## src/rtl/seq_pkg.sv

```systemverilog
// Shared sequencing constants: microcode next-state codes and T-state numbers.
// Used by the cycle sequencer and the microcode ROM.
package seq_pkg;

  typedef enum logic [2:0] {
    NM_INC   = 3'd0,
    NM_END   = 3'd1,
    NM_ENDNC = 3'd2,
    NM_BR    = 3'd3,
    NM_BRX   = 3'd4,
    NM_BRT   = 3'd5,
    NM_KIL   = 3'd6,
    NM_RSV   = 3'd7
  } next_mode_e;

  localparam int T0 = 0;
  localparam int T1 = 1;
  localparam int T2 = 2;
  localparam int T3 = 3;
  localparam int T4 = 4;
  localparam int T5 = 5;
  localparam int T6 = 6;
  localparam int T7 = 7;

endpackage

```

## src/rtl/nmi_edge_latch.sv

```systemverilog
// Detects a rising edge on the NMI source and holds it pending until taken.
// A new edge in the same cycle as a clear wins, so it is kept for the next boundary.
module nmi_edge_latch (
  input  logic clk,
  input  logic reset,
  input  logic edge_src,
  input  logic clear,
  output logic pending
);

  logic src_d;

  always_ff @(posedge clk or posedge reset) begin
    if (reset) begin
      src_d   <= 1'b0;
      pending <= 1'b0;
    end else begin
      src_d <= edge_src;
      if (edge_src && !src_d) begin
        pending <= 1'b1;
      end else if (clear) begin
        pending <= 1'b0;
      end
    end
  end

endmodule

```

## src/rtl/cycle_sequencer.sv

```systemverilog
// T-state sequencer: steps through instruction cycles under microcode control,
// counts cycles, samples interrupts at instruction boundaries and halts on KIL.
module cycle_sequencer
  import seq_pkg::*;
#(
  parameter int TW      = 3,
  parameter int TMAX    = 7,
  parameter int RESET_T = 2,
  parameter int CW      = 4
) (
  input  logic          clk,
  input  logic          reset,
  input  logic          ready,
  input  logic [2:0]    next_mode,
  input  logic          carry,
  input  logic          taken_branch,
  input  logic          page_cross,
  input  logic          force_t1,
  input  logic          force_t2,
  input  logic          force_t0,
  input  logic          irq_req,
  input  logic          irq_mask,
  input  logic          nmi_req,
  output logic [TW-1:0] t,
  output logic [TW-1:0] t_next,
  output logic          sync,
  output logic [CW-1:0] cycle_count,
  output logic          halted,
  output logic          overrun,
  output logic          int_take,
  output logic          int_nmi
);

  localparam logic [TW-1:0] TMAX_T  = TW'(TMAX);
  localparam logic [TW-1:0] RESET_V = TW'(RESET_T);
  localparam logic [TW-1:0] T0_V    = TW'(T0);
  localparam logic [TW-1:0] T1_V    = TW'(T1);
  localparam logic [TW-1:0] T2_V    = TW'(T2);

  next_mode_e    nm;
  logic [TW-1:0] t_q;
  logic          halted_q;
  logic [CW-1:0] cnt_q;
  logic          overrun_q;
  logic          int_take_q;
  logic          int_nmi_q;
  logic          overridden;
  logic          wrap;
  logic          kil_hit;
  logic          commit;
  logic          boundary;
  logic          nmi_pending;

  assign nm = next_mode_e'(next_mode);

  // Checked in simulation only; synthesis ignores assertions.
  param_legal_a: assert property (@(posedge clk) (TMAX < (1 << TW)) && (RESET_T <= TMAX));

  // State register: T-state and halt flag.
  always_ff @(posedge clk or posedge reset) begin
    if (reset) begin
      t_q      <= RESET_V;
      halted_q <= 1'b0;
    end else begin
      if (ready && kil_hit) begin
        halted_q <= 1'b1;
      end
      if (commit) begin
        t_q <= t_next;
      end
    end
  end

  // Next-state: forces lowest to highest, then the microcode code on top.
  always_comb begin
    t_next     = (t_q == TMAX_T) ? '0 : t_q + TW'(1);
    overridden = 1'b0;
    kil_hit    = 1'b0;
    if (force_t0) begin t_next = T0_V; overridden = 1'b1; end
    if (force_t2) begin t_next = T2_V; overridden = 1'b1; end
    if (force_t1) begin t_next = T1_V; overridden = 1'b1; end
    case (nm)
      NM_END:   begin t_next = T0_V; overridden = 1'b1; end
      NM_ENDNC: if (!carry) begin t_next = T0_V; overridden = 1'b1; end
      NM_BR:    if (!taken_branch) begin t_next = T1_V; overridden = 1'b1; end
      NM_BRX:   begin t_next = page_cross ? T0_V : T1_V; overridden = 1'b1; end
      NM_BRT:   if (!carry) begin t_next = T1_V; overridden = 1'b1; end
      NM_KIL:   kil_hit = (t_q != T1_V);
      default:  ;
    endcase
    wrap = (t_q == TMAX_T) && !overridden;
    if (halted_q) begin
      t_next  = t_q;
      kil_hit = 1'b0;
      wrap    = 1'b0;
    end
  end

  // A KIL edge freezes the machine in place rather than advancing it.
  assign commit   = ready && !halted_q && !kil_hit;
  assign boundary = commit && (t_next == T1_V);

  nmi_edge_latch u_nmi (
    .clk      (clk),
    .reset    (reset),
    .edge_src (nmi_req),
    .clear    (boundary && nmi_pending),
    .pending  (nmi_pending)
  );

  // Cycle counter, overrun flag and interrupt sampling.
  always_ff @(posedge clk or posedge reset) begin
    if (reset) begin
      cnt_q      <= '0;
      overrun_q  <= 1'b0;
      int_take_q <= 1'b0;
      int_nmi_q  <= 1'b0;
    end else if (commit) begin
      if (wrap) begin
        overrun_q <= 1'b1;
      end
      if (boundary) begin
        cnt_q      <= '0;
        int_nmi_q  <= nmi_pending;
        int_take_q <= nmi_pending || (irq_req && !irq_mask);
      end else if (cnt_q != '1) begin
        cnt_q <= cnt_q + CW'(1);
      end
    end
  end

  // Outputs.
  always_comb begin
    t           = t_q;
    halted      = halted_q;
    sync        = (t_q == T1_V) && !halted_q;
    cycle_count = cnt_q;
    overrun     = overrun_q;
    int_take    = int_take_q && !halted_q;
    int_nmi     = int_nmi_q;
  end

endmodule
```

## config.mk

```make
export PLATFORM = sky130hd
export DESIGN_NAME = cycle_sequencer
export DESIGN_NICKNAME = d
export VERILOG_FILES = /design/src/rtl/seq_pkg.sv /design/src/rtl/nmi_edge_latch.sv /design/src/rtl/cycle_sequencer.sv
export SDC_FILE = /design/constraint.sdc
export NUM_CORES = 1
export LEC_CHECK = 0
export ABC_AREA = 1
export BUFFER_PORTS_ARGS = -buffer_cell sky130_fd_sc_hd__buf_2
export CAP_MARGIN = 20
export CORE_MARGIN = 5
export CORE_UTILIZATION = 35
export DETAILED_ROUTE_END_ITERATION = 12
export HOLD_SLACK_MARGIN = 0.12
export PLACE_DENSITY_LB_ADDON = 0.25
export RECOVER_POWER = 100
export SYNTH_ARGS = -nofsm -noshare
export SYNTH_HDL_FRONTEND = slang
export SYNTH_HIERARCHICAL = 1
export SYNTH_SLANG_ARGS = --single-unit
export TNS_END_PERCENT = 50
```

## constraint.sdc

```tcl
create_clock -name clk -period 2.2 [get_ports clk]
set_input_delay 0.22 -clock clk [delete_from_list [all_inputs] [get_ports clk]]
set_output_delay 0.22 -clock clk [all_outputs]
set_load 0.005 [all_outputs]
```

==> results.cfg <==
[run]
cap_violations = 0

[sta]
fin_crit_ns = 2.10
hold_viol_final = 0
worst_slew_pin_slew_ns = 0.435
maxSlewHeadroom = 0.710
clock.fmax_mhz = 476
holdWs_ns = 0.189
setup_ws_ns = 0.100
post-route-period-util = 0.954
setup_viol = 0
worst_clock_skew_ns = 0.00283
timing_max_transition_violations_final = 0

[critical_path]
timing_worst_setup_path_type = reg -> reg
rr_worst_depth = 13
worstSetupEndpoint = cycle_count[0]
crit_chain = ha_1, ha_2, or2_2, o21bai_1, nand2_1, nand2_2, nand2_1, nor2_1, nand2_4, nand2_1, nand2_1, nand2_1, nand2_1
rrSetupSlack_ns = 0.10
crit_start = t[0]
crit_path_top_delay_cell = dfrtp_1
start_kind = flip-flop
required_ns = 2.37
cp_common_cell = nand2_1
critPathArrivalTime_ns = 2.27
cp-end-kind = flip-flop
r2r_start = t[0]
cp_max_fo = 10
max_stage_delay_ns = 0.40
r2r_end = cycle_count[0]

[finish]
fill_cells = 272
fin_nets = 192
final_util = 0.455
syn2layout_area_growth_pct = 22.9
drive_gt1_frac = 0.221
antennaDiodeCount = 0

[floorplanning]
dieArea_sq_um = 3800
fp-row-count = 18
ios = 30
initial_core_util = 0.371
fp.coreArea_sq_um = 2520
chipWidth_um = 61.7
dieHeight_um = 61.7

[grt]
grt_pass1_vias = 867
grt_first_pass_wirelength_um = 3600
grt_max_degree = 12
gr-total-overflow = 0
antenna_found_initial = 0
grt_usage = 0.130

[power]
switching_share = 0.249
combPwrFrac = 0.130
p_per_area_nw_per_um2 = 385
seqPwrFrac = 0.543
p_sw_uw = 110
p_leak_nw = 0.637
internal-power_uw = 332
pwr-share-clk = 0.327
ir_worst_vdd_v = 0.000329

[place]
gp_congestion = 0.836
dp_slack_ns = 0.209
io_buffers = 29
place_hpwl_um = 1860

[outcome]
status = complete, no violations

[route]
drcViolationCount = 0
vias_per_cell = 4.77
drtPass1Iterations = 4
drt_iter0_drc = 45
ant_nets = 0
routed-via-count = 964
wl_per_cell_um = 11.5
wirelength_um = 2330

[synthesis]
synthCells = 135
synth_cell_types = 23
netlist.area_leader.share = 0.321
synth-seq-cells = 13
yosysSeqAreaShare = 0.349
synth_area_sq_um = 935
yosys_warnings = 6
syn-mean-instance-area_sq_um = 6.92
synth_fp_nets = 154
synth_largest_area_cell = dfrtp_1
yosys-top-cells-area = dfrtp_1, nand2_1, inv_1

[clock_tree]
clk_pin_slew_ns = 0.07
htree_levels = 1
clk_path_buf_depth = 2
tritoncts = done
insertion_delay_ns = 0.28
clkSinkCount = 13
cts-root-buf = clkbuf_4
numCtsBuffers = 3

[worst_hold_path]
hp-class = in -> reg
whs_path_depth = 3
-- cell usage in the layout (no fill, tap or decap) --
cell type,synthesis,layout
nor2_1,13,14
o21bai_1,1,1
inv_4,1,1
nand2_2,6,2
or2_2,1,1
o21ai_0,6,5
o2111ai_1,1,1
dfstp_2,1,1
buf_4,0,1
buf_2,0,21
dlygate4sd3_1,0,2
xor2_1,2,2
dfrtp_1,12,12
clkbuf_1,0,9
inv_2,2,2
o21ai_1,1,2
nand3_1,8,9
a21oi_1,1,1
nand2_1,39,43
clkbuf_4,0,4
nand4_1,6,6
inv_1,23,23
ha_2,0,1
nor3_2,1,1
nand3_2,3,2
ha_1,4,3
nor3_1,1,1
nand2_4,1,1
-- through the flow --
| stage | power (mW) | std cells | instance area [sq um] | setup TNS [ns] |
|---|---|---|---|---|
| after global placement | 0.298 | 194 | 1120 | 0 |
| final | 0.442 | 202 | 1150 | 0 |
| after detailed placement | 0.299 | 194 | 1120 | 0 |
| after global routing | 0.472 | 202 | 1150 | -0.100 |
| after floorplan | 0.275 | 135 | 935 | 0 |
| after CTS | 0.450 | 200 | 1160 | 0 |
-- sequential cells by signal, indices dropped and copies added (netlist names) --
signal / cells
u_nmi/pending: 1
int_nmi: 1
u_nmi/src_d: 1
int_take_q: 1
t: 3
cycle_count: 4
overrun: 1
halted: 1
-- cell usage after synthesis --
library cell,number
nand2_4,1
nor3_1,1
xor2_1,2
dfstp_2,1
nand3_1,8
nand2_1,39
o21ai_1,1
nor3_2,1
nand2_2,6
inv_4,1
or2_2,1
nor2_4,1
o2111ai_1,1
inv_1,23
o21bai_1,1
nor2_1,13
nand4_1,6
ha_1,4
a21oi_1,1
dfrtp_1,12
nand3_2,3
o21ai_0,6
inv_2,2
-- critical path: cells and delay by family (launching register included) --
family,cells,cell delay [ns]
AOI/OAI and AO/OA,1,0.14
and+or+nand+nor,10,1.06
adders and majority gates,2,0.39
DFF,1,0.40
-- final cells by class --
type | instances | area, sq um | area share
clock buffers | 4 | 26.3 | 0.0229
flip-flops and latches | 13 | 327 | 0.284
inverters | 26 | 100 | 0.0871
well taps | 30 | 37.5 | 0.0327
multi-input cells | 96 | 488 | 0.425
repair buffers | 33 | 170 | 0.148
-- layer usage --
metal / track usage / vias up / wire (um)
li1: - / 496 / -
met1: 0.155 / 434 / 1010
met2: 0.214 / 30 / 1120
met3: 0.0461 / 4 / 170
met4: 0.0455 / 0 / 23
met5: 0 / - / 0
-- cell families after synthesis --
| group | count (synthesis) | synth area share |
|---|---|---|
| and+or+nand+nor | 80 | 0.411 |
| AOI/OAI and AO/OA | 10 | 0.0602 |
| xor gates and xnor gates | 2 | 0.0187 |
| adders and majority gates | 4 | 0.0535 |
| buffers and inverters | 26 | 0.107 |
| DFF | 13 | 0.349 |
-- repair_timing --
item | in CTS | in global routing
setup buffers | 0 | 2
setup endpoints to repair | 0 | 1
gates resized for setup | 0 | 2
hold buffers | 2 | 0
hold endpoints to repair | 13 | 0
-- how the worst min path moves through the flow --
stage / from / endpoint / slack, ns
after CTS: ready / halted / 0.20
after floorplan: reset / u_nmi/pending / -0.04
after global routing: ready / halted / 0.20
final: ready / halted / 0.19
after detailed placement: reset / u_nmi/pending / 0.08
after global placement: reset / u_nmi/pending / 0.08
-- power groups by stage --
stage / logic, mW / registers (mW) / clock network [mW]
after floorplan: 0.0301 / 0.245 / 0
after global placement: 0.0531 / 0.245 / 0
after detailed placement: 0.0547 / 0.245 / 0
after CTS: 0.0576 / 0.240 / 0.152
after global routing: 0.0651 / 0.240 / 0.167
final: 0.0573 / 0.240 / 0.145
No activity file was read; power rests on OpenSTA's default activity.
